`config.mk`:
```
export PLATFORM = sky130hd
export DESIGN_NAME = lane_pipe_reg
export DESIGN_NICKNAME = d
export VERILOG_FILES = /design/src/rtl/lane_pipe_reg_pkg.sv /design/src/rtl/lane_pipe_stage.sv /design/src/rtl/lane_pipe_reg.sv
export VERILOG_INCLUDE_DIRS = /design/src /design/src/rtl
export SDC_FILE = /design/constraint.sdc
export NUM_CORES = 1
export LEC_CHECK = 0
export BUFFER_PORTS_ARGS = -buffer_cell sky130_fd_sc_hd__buf_4
export CORE_MARGIN = 5
export CORE_UTILIZATION = 30
export DETAILED_ROUTE_END_ITERATION = 7
export PLACE_DENSITY = 0.61
export SLEW_MARGIN = 15
export SYNTH_ARGS = -nofsm -noshare
export SYNTH_HDL_FRONTEND = slang
export SYNTH_SLANG_ARGS = --single-unit
```
`constraint.sdc`:
```
create_clock -name clk -period 1.2 [get_ports clk]
set_input_delay 0.24 -clock clk [delete_from_list [all_inputs] [get_ports clk]]
set_output_delay 0.24 -clock clk [all_outputs]
set_load 0.005 [all_outputs]
```
`src/rtl/lane_pipe_defs.vh`:
```
// lane_pipe_defs.vh
// Default geometry of the PHY TX lane pipeline and the lane-slice helper
// used to address lane k inside a packed LANES*WIDTH data word.
`ifndef LANE_PIPE_DEFS_VH
`define LANE_PIPE_DEFS_VH

`define LANE_PIPE_LANES 2
`define LANE_PIPE_WIDTH 8
`define LANE_PIPE_DEPTH 2

// Usage: word[`LANE_PIPE_SLICE(k, WIDTH)] selects lane k (lane 0 in the LSBs).
`define LANE_PIPE_SLICE(k, w) ((k)*(w)) +: (w)

`endif

```
`src/rtl/lane_pipe_reg_pkg.sv`:
```
// lane_pipe_reg_pkg
// Shared constants for the PHY TX lane pipeline register.
//   LP_LANES / LP_WIDTH / LP_DEPTH : default lane count, lane width and
//                                    stage count for the PHY TX build.
`include "lane_pipe_defs.vh"

package lane_pipe_reg_pkg;

    localparam int LP_LANES = `LANE_PIPE_LANES;
    localparam int LP_WIDTH = `LANE_PIPE_WIDTH;
    localparam int LP_DEPTH = `LANE_PIPE_DEPTH;

endpackage

```
`src/rtl/lane_pipe_stage.sv`:
```
// lane_pipe_stage
// One elastic register stage: a valid bit plus a DW-bit data word.
// Ports:
//   clk      : clock, posedge
//   reset    : synchronous, active-low; clears valid and data
//   flush    : synchronous clear of the valid bit (data holds)
//   adv      : stage may take the incoming beat this cycle
//   vld_in   : incoming valid (from the previous stage or the input port)
//   dat_in   : incoming data
//   vld_out  : registered valid
//   dat_out  : registered data
module lane_pipe_stage
    import lane_pipe_reg_pkg::*;
#(
    parameter int DW = LP_LANES * LP_WIDTH
) (
    input  logic          clk,
    input  logic          reset,
    input  logic          flush,
    input  logic          adv,
    input  logic          vld_in,
    input  logic [DW-1:0] dat_in,
    output logic          vld_out,
    output logic [DW-1:0] dat_out
);

    logic          vld_q;
    logic [DW-1:0] dat_q;

    always_ff @(posedge clk) begin
        if (!reset) begin
            vld_q <= 1'b0;
            dat_q <= '0;
        end else if (flush) begin
            vld_q <= 1'b0;
        end else if (adv) begin
            vld_q <= vld_in;
            // Data only moves with a real beat so outputs stay quiet while
            // the valid is low.
            if (vld_in) begin
                dat_q <= dat_in;
            end
        end
    end

    assign vld_out = vld_q;
    assign dat_out = dat_q;

endmodule

```
`src/rtl/lane_pipe_reg.sv`:
```
// lane_pipe_reg
// Elastic, bubble-collapsing multi-lane pipeline register for the PHY TX
// datapath. LANES lanes of WIDTH bits travel together through DEPTH stages
// under one shared valid with ready/valid backpressure.
// Ports:
//   clk       : clock, posedge
//   reset     : synchronous, active-low
//   flush     : synchronous clear of every stage valid
//   in_valid  : input beat valid
//   in_data   : LANES*WIDTH input word, lane k at [k*WIDTH +: WIDTH]
//   in_ready  : pipeline accepts a beat this cycle
//   out_valid : output beat valid (last stage)
//   out_data  : LANES*WIDTH output word, same packing
//   out_ready : downstream accepts the output beat
//   occupancy : number of valid stages, 0..DEPTH
module lane_pipe_reg
    import lane_pipe_reg_pkg::*;
#(
    parameter int LANES = LP_LANES,
    parameter int WIDTH = LP_WIDTH,
    parameter int DEPTH = LP_DEPTH,
    parameter int CNTW  = $clog2(DEPTH + 1)
) (
    input  logic                   clk,
    input  logic                   reset,
    input  logic                   flush,
    input  logic                   in_valid,
    input  logic [LANES*WIDTH-1:0] in_data,
    output logic                   in_ready,
    output logic                   out_valid,
    output logic [LANES*WIDTH-1:0] out_data,
    input  logic                   out_ready,
    output logic [CNTW-1:0]        occupancy
);

    localparam int DW = LANES * WIDTH;

    logic [DEPTH-1:0] vld;
    logic [DEPTH-1:0] adv;
    logic [DW-1:0]    dat [DEPTH];
    logic [CNTW-1:0]  occ_cnt;

    for (genvar g = 0; g < DEPTH; g++) begin : g_stage
        logic          vld_in;
        logic [DW-1:0] dat_in;

        if (g == 0) begin : g_head
            assign vld_in = in_valid && !flush;
            assign dat_in = in_data;
        end else begin : g_body
            assign vld_in = vld[g-1];
            assign dat_in = dat[g-1];
        end

        // Unrolled form of adv[g] = !vld[g] || adv[g+1]: a stage can move
        // when downstream takes the output or any stage from here to the
        // output is empty. Written flat to avoid a combinational chain on
        // a single vector.
        assign adv[g] = out_ready || !(&vld[DEPTH-1:g]);

        lane_pipe_stage #(
            .DW(DW)
        ) u_stage (
            .clk     (clk),
            .reset   (reset),
            .flush   (flush),
            .adv     (adv[g]),
            .vld_in  (vld_in),
            .dat_in  (dat_in),
            .vld_out (vld[g]),
            .dat_out (dat[g])
        );
    end

    // Occupancy is a plain popcount of the registered valids.
    always_comb begin
        occ_cnt = '0;
        for (int i = 0; i < DEPTH; i++) begin
            occ_cnt = occ_cnt + CNTW'(vld[i]);
        end
    end

    assign in_ready  = adv[0] && !flush;
    assign out_valid = vld[DEPTH-1];
    assign out_data  = dat[DEPTH-1];
    assign occupancy = occ_cnt;

endmodule
```
# Yosys cells after proc, flatten, opt, wreduce, memory -nomap -nowiden
# Index checks and enable logic that the tools add are counted.
dict set report totals {
  out_inout_bits 20
  reg_bits 34
  word_cells 18
}
dict set report classes {
  reduce_logical 11
  n_addsub 1
  n_bitwise 2
}
# operator n
set ops {}
lappend ops {{AND reduction 3 bit} 2}
lappend ops {{zero test 1 bit} 3}
lappend ops {{adder 1 x 1 -> 2 bit} 1}
lappend ops {{logical AND 1 bit} 2}
lappend ops {{logical OR 1 bit} 2}
lappend ops {{NOT 1 bit} 2}
lappend ops {{AND reduction 2 bit} 1}
lappend ops {{OR reduction 2 bit} 1}

# Logic depth before layout (Yosys ltp)
dict set report depth {
  word_depth 4
  mapped_depth 6
  depth_no_buf 4
}

# Modules after synthesis
# A second synthesis with hierarchy kept.
dict set report unflattened {
  hier_cells 154
  area_unflattened_um2 1432.6
}
# mod area_each_um2 cells_each instances
set by_module_without_submodules {}
lappend by_module_without_submodules {lane_pipe_stage 696.9 74 2}
lappend by_module_without_submodules {lane_pipe_reg 38.8 6 1}

# Worst setup path after synthesis
# Ideal clock, no wire load.
dict set report synth_timing {
  path_type {reg2reg}
  start {register g_stage[1].u_stage.vld_q}
  end {register g_stage[0].u_stage.dat_q[0]}
  period_less_slack_ns 1.384
  path_stages_with_launch 7
  t_required_ns 1.128
  arrival_time_ns 1.313
  n_path_buf 2
  setup_slack_ns -0.184
  cell_sequence {dfxtp_1 ha_1 nor2b_2 nor3b_2 buf_6 buf_12 mux2i_1}
}
dict set report synth_via {
  elab_chain_len 4
}
# element line
set synth_rtl {}
lappend synth_rtl {{start, declared} lane_pipe_stage.sv:27} ;# logic vld_q;
lappend synth_rtl {{start signal, assigned} lane_pipe_stage.sv:37} ;# vld_q <= vld_in;
lappend synth_rtl {{AND reduction 2 bit} lane_pipe_reg.sv:59} ;# assign adv[g] = out_ready || !(&vld[DEPTH-1:g]);
lappend synth_rtl {{zero test 1 bit} lane_pipe_reg.sv:59}
lappend synth_rtl {{logical OR 1 bit} lane_pipe_reg.sv:59}
lappend synth_rtl {{AND reduction 3 bit (no line)} --}
lappend synth_rtl {{end signal, assigned} lane_pipe_stage.sv:41} ;# dat_q <= dat_in;
lappend synth_rtl {{end, declared} lane_pipe_stage.sv:28} ;# logic [DW-1:0] dat_q;
# No other way between the ends.
# A chain may end at the register's enable or synchronous reset.

# Worst setup path after layout
dict set report layout_timing {
  start {register g_stage[0].u_stage.vld_q}
  end {register g_stage[0].u_stage.dat_q[15]}
}
dict set report layout_via {
  elab_chain_len 4
}
# element line
set layout_rtl {}
lappend layout_rtl {{start, declared} lane_pipe_stage.sv:27}
lappend layout_rtl {{start signal, assigned} lane_pipe_stage.sv:37}
lappend layout_rtl {{AND reduction 2 bit} lane_pipe_reg.sv:59}
lappend layout_rtl {{zero test 1 bit} lane_pipe_reg.sv:59}
lappend layout_rtl {{logical OR 1 bit} lane_pipe_reg.sv:59}
lappend layout_rtl {{AND reduction 3 bit (no line)} --}
# No other way between the ends.

==> impl_metrics.ini <==
[route]
drt-total-wl_mm = 2.966
dr.first_iter.drc_count = 20
wl_met3_um = 217
wl_met2_mm = 1.368
firstDrtPassIters = 4
avgRoutedWirePerCell_um = 12.46
via_per_inst = 4.466
postRouteAntennaNets = 0
drc = 0
vias = 1063
wl_met1_mm = 1.337
top_layer = met4

[worst_setup_path]
end_kind = flip-flop
startpoint_type = flip-flop
rr_worst_depth = 6
critPathArrivalTime_ns = 1.64
r2r-end = g_stage[0].u_stage.dat_out[15]
required_ns = 1.41
path_max_fanout = 8
worstSetupPathType = flip-flop to flip-flop
regToRegStartpoint = g_stage[0].u_stage.vld_out
r2r_setup_slack_ns = -0.23

[sta]
setup_slack_ns = -0.2335
relSlewSlack_pct = 85.84
worstMarginPinSlew_ns = 0.2121
post-route-min-period_ns = 1.434
min_period_over_period_pct = 119.5
rsz0062_at_grt = true
hold_viol_final = 0
finClkSkew_ns = 0.006369
slew_viol_final = 0
clock.fmax_ghz = 0.6976
final-setup-viol-count = 33
hold_ws_ns = 0.2071

[power]
total_power_mw = 2.414
power_density_nw_per_um2 = 1233
cellLeakagePower_nw = 0.8170
ir_drop_mv = 0.3905

[outcome]
violations = negative setup slack
status = finished with violations

[synth]
yosysWarnings = 0
ys_types = 12
syn_inst = 134
syn_nets = 156
synth_area_um2 = 1351
avgSynthCellArea_um2 = 10.08
synth_area_leaders = dfxtp_1, mux2i_1, nand2_1
yosysTopAreaCellShare_pct = 50.37
synth_area_leader_cell = dfxtp_1
yosysSeqAreaShare_pct = 50.37
ys_seq_elements = 34

[floorplanning]
ios = 41
die_y_um = 77.12
dieArea_um2 = 5947
die_w_um = 77.12
row_count = 24
core_um2 = 4354
start_util_pct = 31.03

[cts]
holdBufCountCts = 0
cts_max_level = 2
cts_tree = yes
cts.sinks = 34
cts.clk_slew.worst_paths_ns = 0.07
root_buffer = clkbuf_8
clkLatencyLatePin_ns = 0.28
clock_path_buffers = 2
cts_buffers = 5

[placed_design]
place_area_um2 = 1768
port_buffers = 40
routabilityCongestion = 0.7359
dp_hpwl_mm = 1.988

[grt]
grt.overflow.total = 0
grt_pass1_vias = 1077
antenna_found_initial = 0
grt_pass1_wl_mm = 5.126
grt_max_degree = 20
grt_usage_pct = 10.93

[hold_path]
hp-start = in_data[0]
whs_path_depth = 3
hold_class = input pin to flip-flop
min_to = g_stage[0].u_stage.dat_out[0]

[cells_and_area]
drive_gt1_share_pct = 36.02
final_area_um2 = 1957
finalNetCount = 207
num_antenna_cells = 0
most-common-layout-cells = nand2_1, buf_4, mux2i_1, dfxtp_1, buf_6
synthToLayoutAreaGrowth_pct = 44.82
final_common_cell = nand2_1

[run]
cap_violations = 0
## registers in the layout, indices dropped and copies added, names as in the netlist
| signal | cells |
|---|---|
| g_stage.u_stage.dat_out | 32 |
| g_stage.u_stage.vld_out | 2 |
## through the flow
stage	cells	util (%)	setup WS, ns	TNS [ns]
6_report	238	44.94	-0.2335	-4.597
4_1_cts	241	46.12	-0.2351	-5.269
3_5_place_dp	224	40.60	-0.1152	-1.597
3_3_place_gp	224	40.60	-0.06834	-1.047
2_1_floorplan	134	-	-0.1091	-1.091
5_1_grt	238	44.94	-0.3010	-6.735
## layout make-up
| cell class | count | area [µm²] |
|---|---|---|
| repair buffers | 53 | 473.0 |
| fillers | 419 | 2397 |
| flip-flops and latches | 34 | 683.2 |
| multi-input cells | 91 | 629.4 |
| clock buffers | 7 | 76.32 |
| well taps | 52 | 65.06 |
| clock inverters | 1 | 30.03 |
## power by group
group / internal, mW / switching (mW)
Combinational: 0.129 / 0.0993
Sequential: 1.16 / 0.0101
Clock: 0.621 / 0.393
Total: 1.91 / 0.502
## worst max-delay path by stage
stage                               start                             end  depth (start not counted)
2_1_floorplan  g_stage[0].u_stage.vld_out   g_stage[0].u_stage.dat_out[0]                          6
3_3_place_gp   g_stage[1].u_stage.vld_out   g_stage[0].u_stage.dat_out[1]                          5
3_5_place_dp   g_stage[1].u_stage.vld_out   g_stage[0].u_stage.dat_out[4]                          5
4_1_cts        g_stage[1].u_stage.vld_out                        in_ready                          5
5_1_grt        g_stage[0].u_stage.vld_out  g_stage[0].u_stage.dat_out[15]                          6
6_report       g_stage[0].u_stage.vld_out  g_stage[0].u_stage.dat_out[15]                          6
## critical path: stages, from the launching register on
cell,delay (ns)
dfxtp_2,0.33
ha_4,0.15
nor2b_4,0.13
buf_6,0.11
nor3b_4,0.24
buf_6,0.20
mux2i_1,0.21
## synthesized netlist by cell type (all sizes together)
cell type / instances
dfxtp: 34
nand2: 48
clkbuf: 3
nand2b: 1
ha: 1
nor2: 4
mux2i: 33
nor2b: 2
buf: 6
nor3b: 2
## routing by layer
metal  global-route usage (%)  vias up
li1                         -      542
met1                    12.82      489
met2                    16.72       27
met3                    5.855        5
met4                    4.124        0
met5                        0        -
## timing repair
action | in CTS | in global routing
pin swaps | 3 | 4
gates resized for setup | 9 | 6
buffers inserted | 7 | 0
setup endpoints to repair | 29 | 35
endpoints found under the hold margin | 0 | 0
gates cloned | 2 | 0
## logic make-up after synthesis
logic type    Yosys count  share of synthesized area [%]
simple gates           57                          18.06
fa+ha+maj               1                         0.9258
buf+inv                 9                          6.204
flops                  34                          50.37
mux                    33                          24.44
(Power assumes the default switching activity.)
